File: src/rtl/rgmii_tx_sched.sv
// rgmii_tx_sched: two-channel RGMII transmit scheduler with round-robin grant, inter-packet gap and burst limit.
// Define TX_TIMEOUT_EN to build the BUSY watchdog; otherwise BUSY waits for tx_done indefinitely.
module rgmii_tx_sched #(
  parameter int unsigned IPG_CYCLES     = 12,
  parameter int unsigned TIMEOUT_CYCLES = 65535
) (
  input  logic        clk,
  input  logic        rst,
  input  logic [15:0] ctrl,
  input  logic        req_a,
  input  logic        req_b,
  input  logic        tx_done,
  output logic        grant_a,
  output logic        grant_b,
  output logic        tx_start,
  output logic        rgmii_ctrl,
  output logic [31:0] pkt_cnt,
  output logic        busy,
  output logic        timeout_err
);

  typedef enum logic [1:0] {
    IDLE  = 2'd0,
    START = 2'd1,
    BUSY  = 2'd2,
    GAP   = 2'd3
  } state_t;

  localparam logic [7:0] GAP_LOAD = 8'(IPG_CYCLES - 1);

  state_t      state_q;
  logic [15:0] ctrl_q;
  logic        grant_a_q;
  logic        grant_b_q;
  logic        tx_start_q;
  logic        rgmii_ctrl_q;
  logic        last_b_q;
  logic        burst_done_q;
  logic [7:0]  gap_cnt_q;
  logic [31:0] pkt_cnt_q;
  logic [31:0] pkt_cnt_d;
  logic [8:0]  burst_cnt_q;
  logic [8:0]  burst_cnt_d;
  logic [8:0]  burst_len;

  logic run;
  logic burst_mode;
  logic cnt_clr;
  logic start_ok;
  logic pick_a;
  logic pkt_done;
  logic pkt_abort;
  logic pkt_end;
  logic unused_ok;

  assign run        = ctrl_q[0];
  assign burst_mode = ctrl_q[1];
  assign cnt_clr    = ctrl_q[2];
  assign burst_len  = (ctrl_q[15:8] == 8'd0) ? 9'd256 : {1'b0, ctrl_q[15:8]};

  // A host stop seen in IDLE blocks a new start even while rgmii_ctrl is still falling.
  assign start_ok = (state_q == IDLE) && rgmii_ctrl_q && run && !burst_done_q && (req_a || req_b);
  assign pick_a   = req_a && (!req_b || last_b_q);
  assign pkt_done = (state_q == BUSY) && tx_done;
  assign pkt_end  = pkt_done || pkt_abort;

  always_comb begin
    pkt_cnt_d   = pkt_cnt_q;
    burst_cnt_d = burst_cnt_q;
    if (cnt_clr) begin
      pkt_cnt_d = 32'd0;
    end else if (pkt_done) begin
      pkt_cnt_d = pkt_cnt_q + 32'd1;
    end
    if (cnt_clr || !run) begin
      burst_cnt_d = 9'd0;
    end else if (pkt_done) begin
      burst_cnt_d = burst_cnt_q + 9'd1;
    end
  end

`ifdef TX_TIMEOUT_EN
  localparam logic [15:0] WDOG_LOAD = 16'(TIMEOUT_CYCLES - 1);

  logic [15:0] wdog_q;
  logic        timeout_err_q;

  assign pkt_abort = (state_q == BUSY) && !tx_done && (wdog_q == 16'd0);

  always_ff @(posedge clk) begin
    if (rst) begin
      wdog_q        <= 16'd0;
      timeout_err_q <= 1'b0;
    end else begin
      if (state_q == START) begin
        wdog_q <= WDOG_LOAD;
      end else if ((state_q == BUSY) && (wdog_q != 16'd0)) begin
        wdog_q <= wdog_q - 16'd1;
      end
      if (cnt_clr) begin
        timeout_err_q <= 1'b0;
      end else if (pkt_abort) begin
        timeout_err_q <= 1'b1;
      end
    end
  end

  assign timeout_err = timeout_err_q;
  assign unused_ok   = ^ctrl_q[7:3];
`else
  assign pkt_abort   = 1'b0;
  assign timeout_err = 1'b0;
  assign unused_ok   = ^{ctrl_q[7:3], 16'(TIMEOUT_CYCLES)};
`endif

  always_ff @(posedge clk) begin
    if (rst) begin
      state_q      <= IDLE;
      ctrl_q       <= 16'd0;
      grant_a_q    <= 1'b0;
      grant_b_q    <= 1'b0;
      tx_start_q   <= 1'b0;
      rgmii_ctrl_q <= 1'b0;
      last_b_q     <= 1'b1;
      burst_done_q <= 1'b0;
      gap_cnt_q    <= 8'd0;
      pkt_cnt_q    <= 32'd0;
      burst_cnt_q  <= 9'd0;
    end else begin
      ctrl_q      <= ctrl;
      tx_start_q  <= 1'b0;
      pkt_cnt_q   <= pkt_cnt_d;
      burst_cnt_q <= burst_cnt_d;

      if (!run) begin
        burst_done_q <= 1'b0;
      end else if (burst_mode && (burst_cnt_q >= burst_len)) begin
        burst_done_q <= 1'b1;
      end

      case (state_q)
        IDLE: begin
          rgmii_ctrl_q <= run && !burst_done_q;
          if (start_ok) begin
            state_q    <= START;
            grant_a_q  <= pick_a;
            grant_b_q  <= !pick_a;
            tx_start_q <= 1'b1;
          end
        end
        START: begin
          state_q <= BUSY;
        end
        BUSY: begin
          if (pkt_end) begin
            state_q   <= GAP;
            grant_a_q <= 1'b0;
            grant_b_q <= 1'b0;
            last_b_q  <= grant_b_q;
            gap_cnt_q <= GAP_LOAD;
          end
        end
        GAP: begin
          if (gap_cnt_q == 8'd0) begin
            state_q <= IDLE;
          end else begin
            gap_cnt_q <= gap_cnt_q - 8'd1;
          end
        end
        default: begin
          state_q <= IDLE;
        end
      endcase
    end
  end

  assign grant_a    = grant_a_q;
  assign grant_b    = grant_b_q;
  assign tx_start   = tx_start_q;
  assign rgmii_ctrl = rgmii_ctrl_q;
  assign pkt_cnt    = pkt_cnt_q;
  assign busy       = (state_q != IDLE);

endmodule

File: config.mk
export PLATFORM = sky130hd
export DESIGN_NAME = rgmii_tx_sched
export DESIGN_NICKNAME = d
export VERILOG_FILES = /design/src/rtl/rgmii_tx_sched.sv
export SDC_FILE = /design/constraint.sdc
export NUM_CORES = 1
export LEC_CHECK = 0
export ABC_AREA = 1
export BUFFER_PORTS_ARGS = -buffer_cell sky130_fd_sc_hd__buf_2
export CAP_MARGIN = 30
export CORE_ASPECT_RATIO = 0.7
export CORE_MARGIN = 2
export CORE_UTILIZATION = 56
export DETAILED_ROUTE_END_ITERATION = 6
export PLACE_DENSITY_LB_ADDON = 0.25
export SLEW_MARGIN = 20
export SYNTH_ARGS = -nofsm -noshare
export SYNTH_HDL_FRONTEND = slang
export SYNTH_SLANG_ARGS = --single-unit
File: constraint.sdc
create_clock -name clk -period 2.1 [get_ports clk]
set_input_delay 0.105 -clock clk [delete_from_list [all_inputs] [get_ports clk]]
set_output_delay 0.105 -clock clk [all_outputs]
set_load 0.02 [all_outputs]
; Word level (Yosys, flattened, before mapping)
; Index checks and enable logic that the tools add are counted.
[totals]
regBits = 73
latch_bits = 0
ram_bits = 0
rom_bits = 0
inputBits = 21
elab_cells = 67
n_memories = 0
[classes]
addsub = 3
multipliers = 0
div_mod_pow = 0
order_cmp = 1
eq_ne = 7
shifts = 0
mux = 14
bitwise = 2
n_reduce_logical = 29
[op_table]
columns = op, count
row1 = $add A32 B1 Y32 const B, 1
row2 = $logic_not A8 Y1, 2
row3 = $mux W8, 2
row4 = $pmux W8 S2, 1
row5 = $add A9 B1 Y9 const B, 1
row6 = $ge A9 B9 Y1, 1
row7 = $mux W9, 1
row8 = $reduce_and A3 Y1, 3
row9 = $logic_and A1 B1 Y1, 8
row10 = $ne A2 B2 Y1 const B, 4
row11 = $pmux W2 S4, 1
row12 = $reduce_or A2 Y1, 4
row13 = $sub A8 B1 Y8 const B, 1
row14 = $mux W2, 3
row15 = $reduce_bool A2 Y1, 3
row16 = $eq A2 B2 Y1 const B, 2
row17 = $logic_not A1 Y1, 4
row18 = $mux W1, 4
row19 = $pmux W1 S2, 2
row20 = $logic_or A1 B1 Y1, 3
row21 = $eq A2 B1 Y1 const B, 1
row22 = $logic_not A2 Y1, 1
row23 = $not A1 Y1, 2
row24 = $reduce_and A2 Y1, 1

; Logic depth before layout (Yosys ltp)
; Gate-level depths: netlist (run 1).
[logic_depth]
word_depth = 7
depth_mapped = 10
depth_no_buf = 10

; Worst setup path before layout (run 1)
; OpenSTA, ideal clock, no wires.
[synth_timing]
kind = register -> register
start = reg state_q[0]
end = reg pkt_cnt_q[29], in the netlist pkt_cnt[29]
arrival_ns = 1.424
t_required_ns = 1.984
path_slack_ns = 0.560
stages_incl_launch_ff = 10
n_path_buf = 0
synth_period_minus_slack_ns = 1.540
cell_sequence = dfxtp_1 -> inv_1 -> ha_1 -> nand2_2 -> nor2_4 -> nand2_1 -> nor2_4 -> nand3_1 -> o21ai_0 -> nor2_1
[synth_between]
elab_chain_cells = 2
[synth_rtl]
columns = element, line_no
row1 = "start, declared", 31  ; state_t state_q;
row2 = "start signal, assigned", 118  ; state_q <= IDLE;
row3 = "start signal, assigned", 145  ; state_q <= START;
row4 = "start signal, assigned", 152  ; state_q <= BUSY;
row5 = $eq A2 B2 Y1, 64  ; assign pkt_done = (state_q == BUSY) && tx_done;
row6 = $logic_and A1 B1 Y1, 64
row7 = "end signal, assigned", 132  ; pkt_cnt_q <= pkt_cnt_d;
row8 = "end, declared", 40  ; logic [31:0] pkt_cnt_q;
; Every way passes these cells.
; A chain may end at the register's enable or synchronous reset.

; Worst setup path in the final report (run 1)
[layout_timing]
start = reg state_q[0]
end = reg pkt_cnt_q[23], in the netlist pkt_cnt[23]
; The elaborated chain is that of the path after synthesis.

==> results by stage, run 1 <==
Status:
- The run finished with clean final reports.

Timing:
- Derived from the worst setup path, the maximum achievable clock frequency is 530 MHz.
- The total negative setup slack is 0 ns.
- After layout, the minimum clock period comes to 1.89 ns.
- The tightest hold path in the finished design has a slack of 0.146 ns.
- The worst clock skew on the final layout is roughly 0.0044 ns.
- Setup slack closes at roughly 0.21 ns.
- The max-slew violation count came to 0.
- The number of failing setup endpoints in the final timing report is 0.
- The worst path uses around nine tenths of the clock period.
- Setup repair after global routing left no endpoint under its margin.
- The final number of hold-violating endpoints is 0.

Place:
- The placer's final routability congestion estimate is between 0.8 and 0.9.
- The number of buffers added on ports is 52.
- The cell count after placement is 646.
- The cell area reported after detailed placement is between 3000 and 4000 um^2.
- Detailed placement ended at an HPWL of 5.85 mm.
- Before CTS, the worst setup slack after placement is 0.212 ns.

Synth:
- The post-synthesis instance area is 3540 um^2.
- The biggest area contributor in the post-synthesis netlist is sky130_fd_sc_hd__dfxtp_1.
- The sequential-to-total area share from yosys stat is 38.5%.
- The synthesized netlist contains 28 unique library cells.
- The top-area cell type share of the netlist area is 38.5%.
- After synthesis the netlist holds a flip-flop and latch count of 68.
- By area the synthesized netlist is led by sky130_fd_sc_hd__dfxtp_1 38%, sky130_fd_sc_hd__nand2_1 12%, sky130_fd_sc_hd__nor2_1 9.0%.
- The yosys synthesis warning count is 0.
- Each instance of the synthesized netlist takes up on average 6.80 um^2.
- The number of nets handed over by synthesis was 558.
- Synthesis produced between 500 and 600 cells.

Power and ir drop:
- Across the VDD grid, the largest voltage drop is 0.000443 V.
- The power per unit of standard cell area is 678 nW/um^2.
- The overall power of the completed layout is 2.83 mW.
- In this run the static leakage power is 1.92 nW.

Hold path:
- The worst hold path startpoint is req_a.
- The path class of the lowest-slack min-delay path is input port to flip-flop.

Global route:
- Entering global routing, the biggest net connects 25 pins.
- The wire length of the first global-routing pass is about 14 mm.
- The initial antenna violation count is 0.
- The via count of the first global-routing pass is 3148.
- The total routing resource utilization after global routing is around 25%.
- The total overflow left after global routing is 0.

Clocking:
- TritonCTS built the clock tree.
- In this run, post-CTS hold repair placed 11 buffers.
- The tree is rooted in a sky130_fd_sc_hd__clkbuf_8.
- Clock tree synthesis found a total of between 60 and 70 sinks.
- The number of gates resized after CTS is 0.
- The clock transition at the registers of the reported paths is 0.07 ns.
- The total number of H-tree levels is 3.
- Once the clock tree was built, the setup fixing pass inserted 0 buffers.
- The buffer depth of the longest clock path is 2.
- The TritonCTS buffer count is 9.
- The later pin in the worst-skew pair is clocked with a latency of around 0.34 ns.

Die:
- The area of the core region is 6160 um^2.
- The vertical extent of the die is 70.5 um.
- For this configuration, the core starts out at a cell density of 57.5%.
- The die boundary width is 99.0 um.
- The cell row count is 24.
- The floorplan step defined a die boundary enclosing 6980 um^2.
- Pin placement for this block handled 59 I/O pins.

Finish:
- After filler insertion, the fill cell instance count of the layout stands at 524.
- At the end of the flow the core is filled with cells to 67.8%.
- The number of antenna diodes is 0.
- In the final design database the tool counted 628 nets.
- The number of standard cells in the final layout excluding fillers is 671.
- The finished cells cover 4180 um^2.
- From synthesis to final layout, the design area changed by 18.0%.
- In the final layout, the share of cells above drive strength 1 is 13.8%.

Setup path:
- The endpoint kind of the worst setup timing path is a flip-flop.
- The required time at the worst-slack endpoint is 2.34 ns.
- The startpoint class of the critical path is a flip-flop.
- The critical path starts at state_q[0]$_SDFFE_PP0P_.
- In this run the worst path has a maximum fanout of 12.
- The category of the most critical setup path is flip-flop to flip-flop.
- The worst register-to-register path begins at state_q[0]$_SDFFE_PP0P_.
- STA puts the critical path data arrival time at 2.12 ns.

Route:
- The first TritonRoute pass finished after 6 iterations.
- The DRC marker count from the first detailed-route iteration is 181.
- Wires add up to around 8.1 mm.
- The detail route stage leaves a number of antenna-violating nets equal to 0.
- The average wire per cell in the routed design is 12.1 um.
- The via-per-instance ratio is 5.17.
- The number of design rule violations left after detail routing is 0.
- Across all layers, the routed design uses 3471 vias.

Run:
- Max-cap violations in this run came to 0.
==> routing by layer <==
layer,GRT usage (%),vias to the layer above,part of all wire [%]
met2,38.7,108,45
li1,-,1773,-
met3,7.31,8,6.5
met1,33.9,1582,48
met4,5.18,0,0.83
met5,0,-,0
==> where the power goes <==
part / switching, mW / leakage, nW / total, mW / internal [mW]
Combinational: 0.322 / 1.27 / 0.494 / 0.172
Clock: 0.461 / 0.0941 / 0.969 / 0.508
Sequential: 0.0311 / 0.551 / 1.37 / 1.34
==> final timing paths <==
path | endpoint | slack [ns] | depth (start not counted)
max | pkt_cnt[23]$_SDFFE_PP0P_ | 0.21 | 9
min | tx_start$_SDFF_PP0_ | 0.15 | 4
max reg2reg | pkt_cnt[23]$_SDFFE_PP0P_ | 0.21 | 9
min reg2reg | burst_done_q$_SDFFE_PP0P_ | 0.44 | 2
==> critical path, stage by stage, from the launching register on <==
cell and delay (ns):
sky130_fd_sc_hd__dfxtp_1 0.32, sky130_fd_sc_hd__inv_1 0.12, sky130_fd_sc_hd__ha_1 0.29, sky130_fd_sc_hd__nand2_2 0.23
sky130_fd_sc_hd__nor2_2 0.18, sky130_fd_sc_hd__nand3b_1 0.10, sky130_fd_sc_hd__nor2_2 0.23, sky130_fd_sc_hd__nand2_1 0.10
sky130_fd_sc_hd__o21ai_0 0.16, sky130_fd_sc_hd__nor2_1 0.05
==> synth_stat cells, drive strengths merged <==
cell,count
o21a,2
nor3b,2
nor3,9
o21bai,1
buf,2
o21ai,20
ha,17
nand4,12
and3,1
nor4,2
a21oi,34
clkbuf,6
xnor2,5
inv,83
dfxtp,68
nand3b,5
xor2,7
conb,1
nand3,34
nor2,93
nand2,116
==> cell type report <==
class	count	area, um^2	share of cell area (%)
Tap cell	78	97.6	2.34
Clock inverter	2	10.0	0.240
Clock buffer	12	165	3.95
Inverter	83	312	7.46
Multi-Input combinational cell	361	1830	43.8
Sequential cell	68	1360	32.6
Timing Repair Buffer	67	400	9.59
==> cells in the final DEF (no fill, tap or decap), drive strengths merged, types with 17 or more instances in the layout <==
cell type / instances
ha: 17
nand3: 34
o21ai: 20
a21oi: 34
nand2: 116
buf: 56
dfxtp: 68
nor2: 93
inv: 83
==> state kept, by name (all words and copies together), names as in the netlist <==
register and cells:
state_q 2, pkt_cnt 32, gap_cnt_q 8, tx_start 1, grant_b 1, rgmii_ctrl 1, burst_done_q 1, grant_a 1
burst_cnt_q 9, ctrl_q 11, last_b_q 1
==> cell families (layout without fill, tap and decap cells) <==
family | Yosys count | count (layout) | synth area share [%]
AO/OA/AOI/OAI | 57 | 57 | 8.27
XOR/XNOR | 12 | 12 | 2.97
adder cells (fa/ha/maj) | 17 | 17 | 6.01
buffers and inverters | 91 | 164 | 9.79
flip-flops | 68 | 68 | 38.5
other | 1 | 1 | 0.106
AND/OR/NAND/NOR | 274 | 274 | 34.4
Power figures use the tool's default switching activity.
==> run 2: changes to the inputs <==
Settings changed: CORE_MARGIN 2 to 1.5.
==> run 2 against run 1 <==
Compared with the run above: routed wire length is 0.97% lower; first-iteration DRC count grew 8.3%; power increased by 6.6%; highest routed layer unchanged; die area is 2.4% lower; combinational power about the same; sequential share of layout area fell by 0.22 points; final cell count rose by 0.15%; critical path type unchanged; clock skew grew 0.0023 ns; via count is 1.0% lower; critical path depth stayed put; cell area grew 0.69%.
==> results by stage, run 2 (synthesized netlist as in run 1, its figures left out) <==
Status:
- The run finished with clean final reports.

Finish:
- The number of antenna diodes in the final layout is 0.
- The final-layout fill cell count is 528.
- The most common library cell in the layout ignoring fill and taps is sky130_fd_sc_hd__nand2_1.
- The final instance area is 4210 um^2.
- The area of the multi-input gates is 1830 um^2.
- Of the cells placed in the final design, the portion with a size suffix greater than 1 is 14.0%.
- In the final layout, flip-flops and latches occupy between 1000 and 1500 um^2.
- The library cells used most frequently in the layout, excluding fill and tap cells, are 115 x sky130_fd_sc_hd__nand2_1, 85 x sky130_fd_sc_hd__nor2_1, 82 x sky130_fd_sc_hd__inv_1.
- The number of standard cells in the final layout excluding fillers is about 670.
- The final core utilization is slightly below 70%.
- In the final design database the tool counted 628 nets.
- The area growth from synthesis to layout is 18.8%.
- The register with the most flip-flops in the layout has 32 of them.

Die:
- The area of the core region is around 6200 um^2.
- The die covers 6810 um^2.
- In this run the vertical extent of the chip is 69.5 um.
- The initial core utilization is 57.5%.
- The count of boundary I/O pins is 59.
- The initialized floorplan defines 24 standard-cell rows.
- The die boundary width is between 90 and 100 um.

Power and ir drop:
- The internal power contribution is 2.17 mW.
- The overall power of the completed layout is 3.02 mW.
- The clock network is responsible for between 30% and 40% of the overall power.
- Of the total power, combinational logic draws 16.3%.
- In this run the power spent charging and discharging nets is 0.856 mW.
- The static leakage power is 1.93 nW.
- In this run the power density over the cells is 718 nW/um^2.
- The sequential cell fraction of total power is 45.3%.
- The switching part of the total power is 28.3%.
- Across the VDD grid, the largest voltage drop is roughly 0.00047 V.

Clocking:
- The clock tree from TritonCTS is done.
- The clock transition at the registers of the reported paths is 0.07 ns.
- For this design, the sink count on the clock tree is 68.
- The total number of H-tree levels is 3.
- The TritonCTS buffer count is 9.
- CTS placed an instance of sky130_fd_sc_hd__clkbuf_8 at the clock tree root.
- Clock latency on the worst-skew pair, taken at its later pin, is 0.35 ns.
- The post-CTS setup repair buffer count is 0.
- The buffer depth of the longest clock path is 2.

Timing:
- The final number of hold-violating endpoints is 0.
- The final cycle utilization of the critical path is 89.0%.
- Adding up every negative setup slack in the final design gives 0 ns.
- The number of failing setup endpoints in the final timing report is 0.
- The worst-case setup margin in the final layout is approximately 0.23 ns.
- The max-slew violation count is 0.
- The maximum clock rate is between 500 and 600 MHz.
- The smallest clock period supported by the final layout is computed as 1.87 ns.
- Final hold analysis gives a worst-case slack of about 0.14 ns.
- The worst clock skew on the final layout is 0.00672 ns.
- Setup repair after global routing left no endpoint under its margin.

Place:
- The cell count after placement is 646.
- The HPWL after detailed placement is just under 6 mm.
- The number of buffers added on ports is 52.
- The placer's final routability congestion estimate is 0.825.
- At the placement stage, the worst setup path has a slack of 0.247 ns.
- The cell area reported after detailed placement is 3890 um^2.

Setup path:
- On the critical path the largest part of the delay comes from simple AND/OR/NAND/NOR gates.
- The worst setup path is of the flip-flop to flip-flop kind.
- Data arrives at the worst endpoint at approximately 2.1 ns.
- The critical path crosses 9 cells after its start point.
- The beginning of the worst register-to-register path is state_q[0]$_SDFFE_PP0P_.
- The maximum single-stage delay on the critical path is 0.32 ns.
- The path depth of the worst reg2reg path is 9.
- The startpoint class of the critical path is a flip-flop.
- The count of buffer and inverter cells on the critical path is 1.
- The slowest stage of the critical path is the sky130_fd_sc_hd__dfxtp_1 cell.
- The highest fanout seen on the critical path is 12.
- In this run the critical register-to-register path is captured at pkt_cnt[29]$_SDFFE_PP0P_.
- For flop-to-flop paths, the worst setup slack is 0.23 ns.
- The endpoint kind of the worst setup timing path is a flip-flop.
- The critical path endpoint is pkt_cnt[29]$_SDFFE_PP0P_.
- The required time at the worst-slack endpoint is around 2.4 ns.
- The signal on the critical path passes through inv_1, ha_1, nand2_2, nor2_4, nand2_1, nor2_4, nand3_1, o21ai_0, nor2_1.
- In this design, the critical path's most frequently occurring cell is sky130_fd_sc_hd__nor2_4.
- The launching instance or port of the critical path is state_q[0]$_SDFFE_PP0P_.

Route:
- The via-per-instance ratio is 5.11.
- The average wire per cell in the routed design is 12.0 um.
- After detailed routing, the number of remaining DRC violations is 0.
- In this run the remaining antenna-violating nets after routing total 0.
- The number of optimization iterations in the first detailed-route pass is 5.
- Summed over all layers, the routed wires come to 8.07 mm.
- The DRC marker count from the first detailed-route iteration is 196.
- The routed layout has 3435 vias.

Run:
- The tool flagged a number of max-cap violations equal to 0.

Global route:
- The via count of the first global-routing pass is 3084.
- Summed over all layers, the global routing overflow is 0.
- The initial antenna violation count is 0.
- The maximum number of pins on one net before global-route repair is 25.
- The total routing resource utilization after global routing is 25.1%.
- The first global-routing pass estimated 13.8 mm of wire.

Hold path:
- The tightest min-delay check is of the input port to flip-flop type.
==> run 2: cell count changes in the layout (fill, tap and decap cells not counted) <==
cell | before | now
sky130_fd_sc_hd__clkbuf_8 | 12 | 9
sky130_fd_sc_hd__bufinv_16 | 0 | 2
sky130_fd_sc_hd__clkinv_2 | 2 | 4
==> run 2: power groups by stage <==
stage	clock (mW)	sequential (mW)	combinational, mW
floorplan	0	1.41	0.329
finish	1.16	1.37	0.493
global route	1.23	1.37	0.551
CTS	1.17	1.37	0.489
detailed placement	0	1.40	0.469
global placement	0	1.39	0.450
==> run 2: metal layers <==
| metal | track usage [%] | vias up | wire length, um |
|---|---|---|---|
| li1 | - | 1777 | - |
| met1 | 34.2 | 1552 | 3940 |
| met2 | 39.5 | 93 | 3530 |
| met3 | 6.85 | 13 | 515 |
| met4 | 6.19 | 0 | 91 |
| met5 | 0 | - | 0 |
==> run 2: worst register-to-register path, delay by kind of cell, from the launching register on <==
kind | cells | cell delay (ns)
simple gates | 6 | 0.87
buf+inv | 1 | 0.12
flops | 1 | 0.32
compound gates | 1 | 0.17
fa+ha+maj | 1 | 0.28
==> run 2: area by class of cell <==
class | instances | area share, %
inverters | 83 | 7.41
multi-input cells | 361 | 43.5
clock buffers | 9 | 2.95
well taps | 78 | 2.32
flip-flops and latches | 68 | 32.4
repair buffers | 67 | 9.52
clock inverters | 6 | 1.90
==> run 2: how the worst min path moves through the flow <==
stage / startpoint / end / depth (start not counted)
3_5_place_dp: ctrl[8] / ctrl_q[8]$_SDFF_PP0_ / 3
2_1_floorplan: rst / gap_cnt_q[2]$_SDFFE_PP0P_ / 1
3_3_place_gp: ctrl[11] / ctrl_q[11]$_SDFF_PP0_ / 3
5_1_grt: req_a / tx_start$_SDFF_PP0_ / 4
6_report: req_a / tx_start$_SDFF_PP0_ / 4
4_1_cts: req_a / tx_start$_SDFF_PP0_ / 4
==> run 2: repair_timing <==
| item | 4_1_cts | 5_1_grt |
|---|---|---|
| hold buffers | 11 | 0 |
| endpoints found under the hold margin | 11 | 0 |
| resized for setup | 0 | 0 |
==> run 3: changes to the inputs <==
Settings changed: CORE_ASPECT_RATIO 0.7 to unset.
==> run 3 against run 2 <==
Compared with the run above: clock skew is 0.0033 ns higher; sequential power hardly changed; die area decreased by 0.11%; setup slack worse by 0.017 ns; fmax is 0.91% lower; routed wire length decreased by 1.3%; clock power down 19%; cell area fell by 1.1%; power fell by 7.4%; critical path type unchanged.
==> results by stage, run 3 (synthesized netlist as in run 1, its figures left out) <==
Power and ir drop:
- In this run the static leakage power is 1.91 nW.
- The clock network accounts for 33.7% of the total power.
- The internal power contribution is ~2.0 mW.
- The combinational share of power is 17.4%.
- In this run the power density over the cells is 673 nW/um^2.
- Net switching is 29.2% of the power.
- The overall power of the completed layout is 2.80 mW.
- VDD sags by at most about 0.00044 V.
- The switching power total is 0.816 mW.
- In this run, flip-flops and latches consume 48.9% of the power.

Setup path:
- In this design, the stage delay of the slowest critical-path cell is 0.35 ns.
- The path depth of the worst reg2reg path is 9.
- Traced cell by cell, the critical path runs through inv_1, ha_1, nand2_4, nor2_4, nand2_1, nor2_4, nand3_1, o21ai_0, nor2_1.
- The startpoint identified for the worst register-to-register timing path is state_q[0]$_SDFFE_PP0P_.
- The endpoint of the lowest-slack register-to-register path is pkt_cnt[29]$_SDFFE_PP0P_.
- The startpoint class of the critical path is a flip-flop.
- Among cell families on the critical path, the largest total delay comes from simple AND/OR/NAND/NOR gates.
- Data arrives at the worst endpoint at 2.11 ns.
- The master of the slowest instance on the critical path is sky130_fd_sc_hd__ha_1.
- The required time at the worst-slack endpoint is 2.33 ns.
- For flop-to-flop paths, the worst setup slack is 0.21 ns.
- In this run the worst path has a maximum fanout of 16.
- The category of the most critical setup path is flip-flop to flip-flop.
- The count of buffer and inverter cells on the critical path is 1.
- The worst setup path is captured at a flip-flop.
- The most repeated library cell on the critical path is sky130_fd_sc_hd__nor2_4.

Global route:
- The via count of the first global-routing pass is just under 3000.
- The total routing resource utilization after global routing is 24.7%.
- The wire length of the first global-routing pass is around 13 mm.
- Entering global routing, the biggest net connects 25 pins.
- After global routing the overflow that remains totals 0.
- The initial antenna violation count came to 0.

Die:
- The count of boundary I/O pins is 59.
- The area of the core region is 6030 um^2.
- Once the floorplan was initialized, standard cells occupied just under 60% of the core.
- The die is about 82 um tall.
- The die boundary width is 82.5 um.
- The die covers 6800 um^2.
- The floorplan has 28 rows.

Finish:
- For this run, the number of standard cells in the final layout without fillers is 666.
- With fillers left out, the area of the finished cells amounts to 4160 um^2.
- The register with the most flip-flops in the layout has 32 of them.
- The area growth from synthesis to layout is 17.5%.
- The final net count is 627.
- The most common library cell in the layout ignoring fill and taps is sky130_fd_sc_hd__nand2_1.
- The share of final-layout standard cells stronger than drive strength 1 is 13.5%.
- 0 antenna diodes ended up in the layout.
- The library cells used most frequently in the layout, excluding fill and tap cells, are 115 x sky130_fd_sc_hd__nand2_1, 85 x sky130_fd_sc_hd__nor2_1, 82 x sky130_fd_sc_hd__inv_1.
- Cells fill 69.0% of the core in the end.
- The area of the multi-input gates is 1840 um^2.
- The register cell area after layout is 1360 um^2.
- Counting the fill cells in the layout gives 533.

Clocking:
- The buffer depth of the longest clock path is 2.
- The clock latency of the later-clocked register in the worst-skew pair is 0.34 ns.
- The tree is rooted in a sky130_fd_sc_hd__clkbuf_8.
- In this run the number of H-tree levels came out at 3.
- TritonCTS built the clock tree.
- The clock transition at the registers of the reported paths is roughly 0.07 ns.
- The clock net in this run drives a total of 68 sinks.
- Buffers inserted during clock tree synthesis total 9.

Hold path:
- The depth of the worst hold-timing path is 2.
- In this run the worst hold path is classified as input port to flip-flop.
- The path with the worst hold slack has its endpoint at ctrl_q[10]$_SDFF_PP0_.
- In this run the most critical hold path is launched from rst.

Run:
- The max capacitance violation total is 0.

Status:
- The flow ran to the end, and the final reports show no timing, DRC or antenna violations.

Place:
- Summed over all nets, the half-perimeter wirelength after detailed placement is about 5.8 mm.
- Once placement completed, the tool counted placed cells totaling ~640.
- Buffers placed on the I/O ports in this run total 52.
- The cell area reported after detailed placement is around 3900 um^2.
- Prior to clock tree synthesis, the placed netlist has a worst setup slack of 0.206 ns.
- The placer's final routability congestion estimate is 0.821.

Route:
- The count of vias placed by the detailed router is 3421.
- For this block, the routed nets add up to 7.96 mm of wire.
- The DRC marker count from the first detailed-route iteration is ~140.
- For this run, the detailed router's first-pass iteration total came to 4.
- The average wire per cell in the routed design is ~12 um.
- The via-per-instance ratio is 5.14.
- The post-route antenna net violation count is 0.
- For this run, design rule violations remaining after detail routing come to 0.

Timing:
- Setup repair after global routing left no endpoint under its margin.
- The final cycle utilization of the critical path is between 80% and 90%.
- The total negative setup slack is 0 ns.
- Static timing analysis puts the maximum clock frequency at roughly 530 MHz.
- For the final database, setup skew stands at 0.0100 ns.
- The final number of hold-violating endpoints came to 0.
- After layout, the minimum clock period comes to 1.89 ns.
- The worst hold margin is 0.177 ns.
- The max-slew violation count is 0.
- Setup slack on the critical path of the routed design comes to 0.214 ns.
- Setup violations remaining at the end of the flow were counted as 0.
[run 3: changes by cell type in the layout (fill, tap and decap cells not counted)]
cell / before / now
sky130_fd_sc_hd__nand2_2: 1 / 0
sky130_fd_sc_hd__buf_4: 4 / 3
sky130_fd_sc_hd__clkbuf_8: 9 / 11
sky130_fd_sc_hd__nand2_4: 0 / 1
sky130_fd_sc_hd__clkinvlp_4: 0 / 1
sky130_fd_sc_hd__bufinv_16: 2 / 0
sky130_fd_sc_hd__clkinv_2: 4 / 1
[run 3: repair_timing]
item	4_1_cts	5_1_grt
buffers inserted	0	0
hold endpoints to repair	11	0
hold buffers	11	0
endpoints found under the setup margin	0	2
gates resized for setup	0	1
[run 3: layout make-up]
cell class | count | share of cell area, %
timing repair buffer | 66 | 9.45
sequential | 68 | 32.7
tap | 75 | 2.26
multi-input combinational | 361 | 44.1
clock buffer | 11 | 3.64
inverter | 83 | 7.49
clock inverter | 2 | 0.301
[run 3: per-layer routing]
metal | up-vias | wire length [um] | share of wire, % | GRT usage (%)
li1 | 1767 | - | - | -
met1 | 1559 | 3710 | 47 | 32.3
met2 | 83 | 3740 | 47 | 40.9
met3 | 12 | 401 | 5.0 | 4.07
met4 | 0 | 111 | 1.4 | 9.17
met5 | - | 0 | 0 | 0
[run 3: power by group through the flow]
stage / Clock, mW / Sequential [mW] / Combinational [mW]
2_1_floorplan: 0 / 1.41 / 0.329
3_3_place_gp: 0 / 1.40 / 0.443
3_5_place_dp: 0 / 1.40 / 0.462
4_1_cts: 0.955 / 1.37 / 0.481
5_1_grt: 1.01 / 1.38 / 0.551
6_report: 0.944 / 1.37 / 0.486
[run 3: worst max-delay path by stage]
stage | startpoint | to | slack [ns] | cells after the start
finish | state_q[0]$_SDFFE_PP0P_ | pkt_cnt[29]$_SDFFE_PP0P_ | 0.21 | 9
floorplan | state_q[0]$_SDFFE_PP0P_ | pkt_cnt[29]$_SDFFE_PP0P_ | 0.56 | 9
detailed placement | state_q[0]$_SDFFE_PP0P_ | pkt_cnt[29]$_SDFFE_PP0P_ | 0.21 | 9
global placement | state_q[0]$_SDFFE_PP0P_ | pkt_cnt[23]$_SDFFE_PP0P_ | 0.28 | 9
global route | state_q[0]$_SDFFE_PP0P_ | pkt_cnt[29]$_SDFFE_PP0P_ | 0.02 | 9
CTS | state_q[0]$_SDFFE_PP0P_ | pkt_cnt[29]$_SDFFE_PP0P_ | 0.20 | 9
